### src/rtl/hazard_pkg.sv
// hazard_pkg: shared forwarding encodings, md sequencer states and default
// multiply/divide latencies for the pipeline hazard controller.
package hazard_pkg;
    localparam logic [1:0] FWD_RF  = 2'b00;
    localparam logic [1:0] FWD_MEM = 2'b10;
    localparam logic [1:0] FWD_WB  = 2'b01;
    localparam int DEF_MUL_CYCLES = 4;
    localparam int DEF_DIV_CYCLES = 32;
    typedef enum logic [1:0] {IDLE, BUSY, DONE} md_state_t;
endpackage

### src/rtl/md_sequencer.sv
// md_sequencer: tracks the multi-cycle multiply/divide unit; done pulses
// exactly MUL_CYCLES/DIV_CYCLES cycles after an accepted start.
module md_sequencer
    import hazard_pkg::*;
#(
    parameter int MUL_CYCLES = DEF_MUL_CYCLES,
    parameter int DIV_CYCLES = DEF_DIV_CYCLES,
    parameter int CNT_W      = 6
) (
    input  logic clk,
    input  logic reset,
    input  logic start,
    input  logic is_div,
    output logic busy,
    output logic done
);
    md_state_t        state_q, state_d;
    logic [CNT_W-1:0] cnt_q, cnt_d;

    always_ff @(posedge clk) begin
        if (reset) begin
            state_q <= IDLE;
            cnt_q   <= '0;
        end else begin
            state_q <= state_d;
            cnt_q   <= cnt_d;
        end
    end

    // The start cycle and the DONE cycle account for two of the latency cycles.
    always_comb begin
        state_d = state_q;
        cnt_d   = cnt_q;
        case (state_q)
            IDLE: if (start) begin
                state_d = BUSY;
                cnt_d   = is_div ? CNT_W'(DIV_CYCLES - 2) : CNT_W'(MUL_CYCLES - 2);
            end
            BUSY: begin
                cnt_d   = cnt_q == '0 ? '0 : cnt_q - CNT_W'(1);
                state_d = cnt_q == '0 ? DONE : BUSY;
            end
            DONE:    state_d = IDLE;
            default: state_d = IDLE;
        endcase
    end

    assign busy = state_q != IDLE;
    assign done = state_q == DONE;
endmodule

### src/rtl/pipeline_hazard_ctrl.sv
// pipeline_hazard_ctrl: stall/flush/PC-hold priority logic, EX forwarding
// selects and HI/LO interlock for the 5-stage MIPS pipeline.
module pipeline_hazard_ctrl
    import hazard_pkg::*;
#(
    parameter int REG_AW     = 5,
    parameter int MUL_CYCLES = DEF_MUL_CYCLES,
    parameter int DIV_CYCLES = DEF_DIV_CYCLES,
    parameter int CNT_W      = 6
) (
    input  logic              clk,
    input  logic              reset,
    input  logic [REG_AW-1:0] id_rs,
    input  logic [REG_AW-1:0] id_rt,
    input  logic              id_uses_rs,
    input  logic              id_uses_rt,
    input  logic              id_md_access,
    input  logic [REG_AW-1:0] ex_rs,
    input  logic [REG_AW-1:0] ex_rt,
    input  logic [REG_AW-1:0] ex_rd,
    input  logic              ex_reg_write,
    input  logic              ex_mem_read,
    input  logic              ex_branch_taken,
    input  logic              ex_md_start,
    input  logic              ex_md_is_div,
    input  logic [REG_AW-1:0] mem_rd,
    input  logic [REG_AW-1:0] wb_rd,
    input  logic              mem_reg_write,
    input  logic              wb_reg_write,
    input  logic              mem_wait,
    output logic              pc_stall,
    output logic              stall_ifid,
    output logic              flush_ifid,
    output logic              stall_idex,
    output logic              flush_idex,
    output logic              stall_exmem,
    output logic              flush_exmem,
    output logic              stall_memwb,
    output logic              flush_memwb,
    output logic [1:0]        fwd_a,
    output logic [1:0]        fwd_b,
    output logic              md_busy,
    output logic              md_done
);
    logic load_use, md_lock, freeze, redirect, bubble;

    md_sequencer #(
        .MUL_CYCLES(MUL_CYCLES),
        .DIV_CYCLES(DIV_CYCLES),
        .CNT_W     (CNT_W)
    ) u_md (
        .clk   (clk),
        .reset (reset),
        .start (ex_md_start && !mem_wait && !ex_branch_taken),
        .is_div(ex_md_is_div),
        .busy  (md_busy),
        .done  (md_done)
    );

    function automatic logic [1:0] fwd_sel(input logic [REG_AW-1:0] src);
        if (mem_reg_write && mem_rd != '0 && mem_rd == src) return FWD_MEM;
        if (wb_reg_write && wb_rd != '0 && wb_rd == src) return FWD_WB;
        return FWD_RF;
    endfunction

    assign load_use = ex_mem_read && ex_rd != '0 &&
                      ((id_uses_rs && id_rs == ex_rd) || (id_uses_rt && id_rt == ex_rd));
    assign md_lock  = id_md_access && (md_busy || ex_md_start);

    // A taken branch squashes the ID instruction, so it outranks both interlocks.
    assign freeze   = !reset && mem_wait;
    assign redirect = !reset && !mem_wait && ex_branch_taken;
    assign bubble   = !reset && !mem_wait && !ex_branch_taken && (load_use || md_lock);

    assign pc_stall    = freeze || bubble;
    assign stall_ifid  = freeze || bubble;
    assign flush_ifid  = redirect;
    assign stall_idex  = freeze;
    assign flush_idex  = redirect || bubble;
    assign stall_exmem = freeze;
    assign flush_exmem = 1'b0;
    assign stall_memwb = freeze;
    assign flush_memwb = 1'b0;

    always_comb begin
        fwd_a = reset ? FWD_RF : fwd_sel(ex_rs);
        fwd_b = reset ? FWD_RF : fwd_sel(ex_rt);
    end
endmodule
### config.mk
export PLATFORM = sky130hd
export DESIGN_NAME = pipeline_hazard_ctrl
export DESIGN_NICKNAME = d
export VERILOG_FILES = /design/src/rtl/hazard_pkg.sv /design/src/rtl/md_sequencer.sv /design/src/rtl/pipeline_hazard_ctrl.sv
export SDC_FILE = /design/constraint.sdc
export NUM_CORES = 1
export LEC_CHECK = 0
export CORE_ASPECT_RATIO = 1.75
export CORE_MARGIN = 3
export CORE_UTILIZATION = 39
export CTS_CLUSTER_SIZE = 28
export DETAILED_ROUTE_END_ITERATION = 8
export GPL_TIMING_DRIVEN = 1
export MAX_ROUTING_LAYER = met4
export PLACE_DENSITY = 0.9
export SLEW_MARGIN = 10
export SYNTH_ARGS = -nofsm -noshare
export SYNTH_HDL_FRONTEND = slang
export SYNTH_HIERARCHICAL = 1
export SYNTH_SLANG_ARGS = --single-unit
### constraint.sdc
create_clock -name clk -period 3 [get_ports clk]
set_clock_uncertainty 0.05 [all_clocks]
set_input_delay 0.6 -clock clk [delete_from_list [all_inputs] [get_ports clk]]
set_output_delay 0.6 -clock clk [all_outputs]
set_load 0.02 [all_outputs]
==> reports/qor.yml, run 1 <==
vias_per_cell: 5.41
path_clk_slew_ps: 40
endpoint_kind: "primary output"
synth.area.top_cells: "dfxtp_1 17%, xor2_1 16%, xnor2_1 12%"
hp-start: "u_md/cnt_q[0]"
rr_startpoint: "u_md/cnt_q[0]"
yosysMostFrequentCell: "xor2_1"
drt_iter0_markers: 22
hold_depth: 2
post_drt_wl_per_cell_um: 15.1
start_util_pct: 41.3
outcome: "finished, final reports clean"
drt-pass1-iter-count: 4
place_congestion: 0.965
die_w_um: 43.5
grt_pass1_wl_mm: 5.62
cts_tree: "built"
layout_setup_ws_ps: 21.0
slew_viol_final: 0
synth.largest_area_cell: "dfxtp_1"
r2r_slack_ps: 1180
root_buffer: "clkbuf_8"
ant_nets: 0
ir_drop_mv: 0.161
final_cells: 220
io_buffers: 59
cp_data_required_time_ps: 2350
cap_viol_max_count: 0
synth_area_um2: 962
nFillCells: 168
place_ws_ps: -480
power.leakage_nw: 0.715
wirelength_mm: 3.33
cp-start-kind: "primary input"
drive_above_1_share_pct: 18.5
grt_overflow_total: 0
rr_worst_depth: 6
rows: 23
clock_path_buffers: 2
synth_commonest_cells: "18 x xor2_1, 13 x xnor2_1, 11 x nor2_1, 8 x dfxtp_1"
syn_area_per_cell_um2: 7.89
crit_path_max_fanout: 2
synth_edf_count: 0
dp_hpwl_mm: 2.83
period_share_pct: 99.3
synthCells: 122
final_nets: 246
h-tree-depth: 1
dieHeight_um: 71.7
grtUsageTotal_pct: 24.2
synthArstFlopShare_pct: 0
placed_cell_area_um2: 1670
yosysSeqAreaShare_pct: 16.6
period_minus_slack_ps: 2980
fmax_mhz: 336
grt_max_degree: 15
postCtsSetupBuffers: 0
fin_util_pct: 75.7
finalHoldViolCount: 0
die-area_um2: 3120
cp.arrival_ps: 2330
drc: 0
path_class: "in2out"
core_um2: 2330
placed_cells: 217
cts_sinks: 8
yosysWarnings: 6
grt_pass1_vias: 1356
ys_seq_elements: 8
top_level_ports: 63
vias: 1190
antenna_cells: 0
synth_top_area_share_pct: 16.6
ys.flop_type: "dfxtp_1"
setup_violations: 0
grt_antenna_before_repair: 0
postCtsHoldBufs: 0
clk_latency_ps: 230
cts_buffers: 3
hold_path_class: "reg2reg"
reg2reg_to: "u_md/cnt_q[3]"
finalPower_mw: 0.495
min_to: "u_md/cnt_q[0]"
powerDensity_nw_per_um2: 280
area_delta_synth_final_pct: 83.5
design_area_um2: 1770
ys_types: 38
-- cell families (layout without fill, tap and decap cells) --
logic type                 Yosys count  after routing  synth area share (%)
and+or+nand+nor                     47             47                  29.5
xor gates and xnor gates            31             31                  28.2
AOI/OAI and AO/OA                   23             23                  17.0
buffers and inverters               10             82                  5.85
DFF                                  8              8                  16.6
adders and majority gates            1              1                  1.30
other                                1              2                 0.390
muxes                                1              1                  1.04
-- layer usage --
metal  vias up  track usage (%)  wire length (um)
li1        573                -                 -
met1       539             23.8              1160
met2        69             42.7              1810
met3         9             4.27               226
met4         0             13.4               125
met5         -                -                 0
-- worst max-delay path by stage --
| stage | startpoint | endpoint | slack (ps) |
|---|---|---|---|
| 5_1_grt | wb_rd[1] | fwd_b[0] | -30 |
| 2_1_floorplan | ex_rd[3] | stall_ifid | 60 |
| 3_3_place_gp | mem_rd[1] | fwd_a[0] | -420 |
| 3_5_place_dp | ex_rd[3] | pc_stall | -480 |
| 6_report | wb_rd[1] | fwd_b[0] | 20 |
| 4_1_cts | mem_rd[1] | fwd_b[0] | -30 |
-- through the flow --
step,hold slack [ps],setup TNS [ps]
5_1_grt,495,-31.2
3_5_place_dp,443,-2450
4_1_cts,451,-26.8
6_report,449,0
3_3_place_gp,416,-2070
2_1_floorplan,404,0
-- critical path, cell delays in order --
cell             delay, ps
clkdlybuf4s50_1        420
buf_4                  150
xor2_1                 140
or4_4                  510
nor4_4                 310
buf_4                  190
-- flip-flops by register name, summed over array words and instances, names as in the netlist --
| name | flops |
|---|---|
| u_md/cnt_q | 6 |
| u_md/state_q | 2 |
-- what timing repair did --
action / 4_1_cts / 5_1_grt
resized for setup: 25 / 20
endpoints found under the setup margin: 7 / 5
pin swaps: 4 / 7
-- cell usage in the layout, fill, tap and decap left out, types with 3 or more instances in the layout --
| master | count |
|---|---|
| a21oi_1 | 5 |
| buf_4 | 18 |
| clkbuf_8 | 3 |
| clkdlybuf4s50_1 | 45 |
| dfxtp_1 | 8 |
| dlygate4sd2_1 | 5 |
| dlymetal6s2s_1 | 5 |
| inv_1 | 4 |
| nand2_1 | 3 |
| nand2b_1 | 3 |
| nor2_1 | 11 |
| nor2b_1 | 3 |
| nor3_1 | 3 |
| nor4_1 | 3 |
| o21ai_0 | 4 |
| or4_4 | 3 |
| xnor2_1 | 13 |
| xor2_1 | 18 |
-- layout make-up --
class / instances / area [um^2] / share of cell area [%]
Tap cell: 25 / 31.3 / 1.77
Timing Repair Buffer: 75 / 714 / 40.5
Sequential cell: 8 / 160 / 9.07
Multi-Input combinational cell: 105 / 803 / 45.5
Clock buffer: 3 / 41.3 / 2.34
Inverter: 4 / 15.0 / 0.850
-- where the power goes --
group,switching (mW),internal (mW)
logic,0.109,0.132
registers,0.00919,0.115
clock network,0.0435,0.0870
total,0.161,0.333
Note: power is estimated with default switching activity, not from simulation.
==> inputs of run 2 (changes only) <==
--- a/config.mk
+++ b/config.mk
@@ -6,13 +6,14 @@
 export NUM_CORES = 1
 export LEC_CHECK = 0
 export CORE_ASPECT_RATIO = 1.75
-export CORE_MARGIN = 3
+export CORE_MARGIN = 2
 export CORE_UTILIZATION = 39
 export CTS_CLUSTER_SIZE = 28
 export DETAILED_ROUTE_END_ITERATION = 8
 export GPL_TIMING_DRIVEN = 1
 export MAX_ROUTING_LAYER = met4
 export PLACE_DENSITY = 0.9
+export RECOVER_POWER = 25
 export SLEW_MARGIN = 10
 export SYNTH_ARGS = -nofsm -noshare
 export SYNTH_HDL_FRONTEND = slang
==> run 2 against run 1 <==
Die area fell by 7.3%; wire length is 18% higher; sequential power hardly changed; clock-buffer cell count unchanged; flip-flop and latch count stayed put; final area increased by 1.4%; cell count is 1.8% higher; global-route usage up 2.1 points; highest routed layer unchanged.
==> reports/qor.yml, run 2 (synthesized netlist as in run 1, its figures left out) <==
wirelength_mm: 3.94  # +18%
cap_viol_max_count: 0  # unchanged
cp_data_required_time_ps: 2350  # about the same
grtUsageTotal_pct: 26.3  # +2.1 points
drt_iter0_markers: 50  # +130%
rows: 23  # unchanged
finalHoldViolCount: 0  # unchanged
endpoint_kind: "primary output"
ir_drop_mv: 0.151  # -6.1%
cp_cell_sequence: "clkdlybuf4s50_1 -> xor2_1 -> or4_4 -> nor4_4 -> buf_4"
critPathSlowestCell: "or4_4"
fmax_mhz: 338  # +0.83%
layout_commonest_cell: "clkdlybuf4s50_1"
grt_pass1_vias: 1329  # -2.0%
die-area_um2: 2900  # -7.3%
largest_reg_flops: 6  # unchanged
period_minus_slack_ps: 2950  # -24.4 ps
path_class: "in2out"
final_cell_mix: "43 x clkdlybuf4s50_1, 22 x buf_4, 18 x xor2_1"
slew_viol_final: 0  # unchanged
rr_worst_depth: 6  # unchanged
antenna_cells: 0  # unchanged
slowest_delay_ps: 560  # +50 ps
drive_above_1_share_pct: 21.1  # +2.6 points
placed_cell_area_um2: 1680  # +0.90%
cts_buffers: 3  # unchanged
fin_util_pct: 77.8  # +2.0 points
hold_path_class: "reg2reg"
io_buffers: 59  # unchanged
cts_tree: "built"
top_register: "u_md/cnt_q"
clock_path_buffers: 2  # unchanged
final_nets: 250  # +1.6%
grt_max_degree: 15  # unchanged
start_util_pct: 41.8  # +0.52 points
critical_path_buf_inv_count: 2  # -1
cp.arrival_ps: 2300  # -30 ps
crit_cells: 5  # -1
cts_sinks: 8  # unchanged
ant_nets: 0  # unchanged
vias: 1276  # +7.2%
grt_pass1_wl_mm: 5.84  # +3.8%
root_buffer: "clkbuf_8"
crit_path_max_fanout: 2  # unchanged
place_congestion: 0.919  # -4.9%
setup_violations: 0  # unchanged
power.leakage_nw: 0.720  # +0.75%
clk_latency_ps: 230  # about the same
design_area_um2: 1790  # +1.4%
cp-start-kind: "primary input"
path_clk_slew_ps: 40  # about the same
grt_overflow_total: 0  # unchanged
cp_top_family: "simple AND/OR/NAND/NOR gates"
powerDensity_nw_per_um2: 283  # +1.1%
period_share_pct: 98.5  # -0.81 points
area_delta_synth_final_pct: 86.1
h-tree-depth: 1  # unchanged
die_w_um: 41.5  # -4.6%
top_level_ports: 63  # unchanged
drc: 0  # unchanged
reg_top3: "u_md/cnt_q (6), u_md/state_q (2)"
grt_antenna_before_repair: 0  # unchanged
vias_per_cell: 5.70  # +5.3%
drt-pass1-iter-count: 4  # unchanged
outcome: "finished, final reports clean"
core_um2: 2300  # -1.2%
post_drt_wl_per_cell_um: 17.6  # +16%
hold_depth: 2  # unchanged
dieHeight_um: 69.7  # -2.8%
dp_hpwl_mm: 3.01  # +6.4%
## run 2: cell count changes in the layout (fill, tap and decap cells not counted), sizes merged
cell           change
clkbuf             +1
clkdlybuf4s50      -2
dlygate4sd3        +3
buf                +4
dlymetal6s2s       -2
## run 2: final cells by class
type | count | area (um^2)
clock buffer | 3 | 41.3
fill | 162 | 512
inverter | 4 | 15.0
multi-input combinational | 105 | 816
sequential | 8 | 160
tap | 25 | 31.3
timing repair buffer | 79 | 727
## run 2: where the power goes
group	leakage [nW]	total, mW	internal (mW)	switching (mW)
Sequential	0.0654	0.125	0.115	0.0102
Clock	0.0216	0.131	0.0871	0.0440
Combinational	0.633	0.251	0.133	0.118
## run 2: repair_timing
action                                  in CTS  in global routing
pin swaps                                    3                  6
endpoints found under the setup margin       7                  6
hold buffers                                 0                  0
gates resized for setup                     32                 19
cloned                                       0                  0
buffers inserted                             1                  1
## run 2: worst register-to-register path, stage by stage (launching register included)
cell      delay, ps
dfxtp_1         390
inv_1            70
ha_1            250
nor4b_1         170
and2b_1         240
or3_1           390
a211oi_2        220
## run 2: stage by stage
step / power, mW / hold slack [ps] / setup TNS [ps] / std cells / setup slack, ps
global route: 0.528 / 465 / -6.32 / 224 / -6.32
CTS: 0.492 / 448 / -9.55 / 223 / -7.69
finish: 0.507 / 460 / 0 / 224 / 45.4
detailed placement: 0.360 / 428 / -2730 / 219 / -641
global placement: 0.346 / 420 / -2150 / 219 / -445
floorplan: 0.232 / 404 / 0 / 123 / 59.8
## run 2: worst paths after layout
| kind | startpoint | to | slack [ps] |
|---|---|---|---|
| setup / recovery | ex_rs[3] | fwd_a[0] | 50 |
| hold reg to reg | u_md/cnt_q[0] | u_md/cnt_q[0] | 460 |
| hold / removal | u_md/cnt_q[0] | u_md/cnt_q[0] | 460 |
| setup reg to reg | u_md/cnt_q[0] | u_md/cnt_q[3] | 1140 |
## run 2: per-layer routing
layer	wire length (um)	global-route usage, %	vias to the layer above
met5	0	-	-
met3	201	3.91	22
met1	1370	24.1	594
met2	2180	49.8	79
li1	-	-	581
met4	190	13.3	0
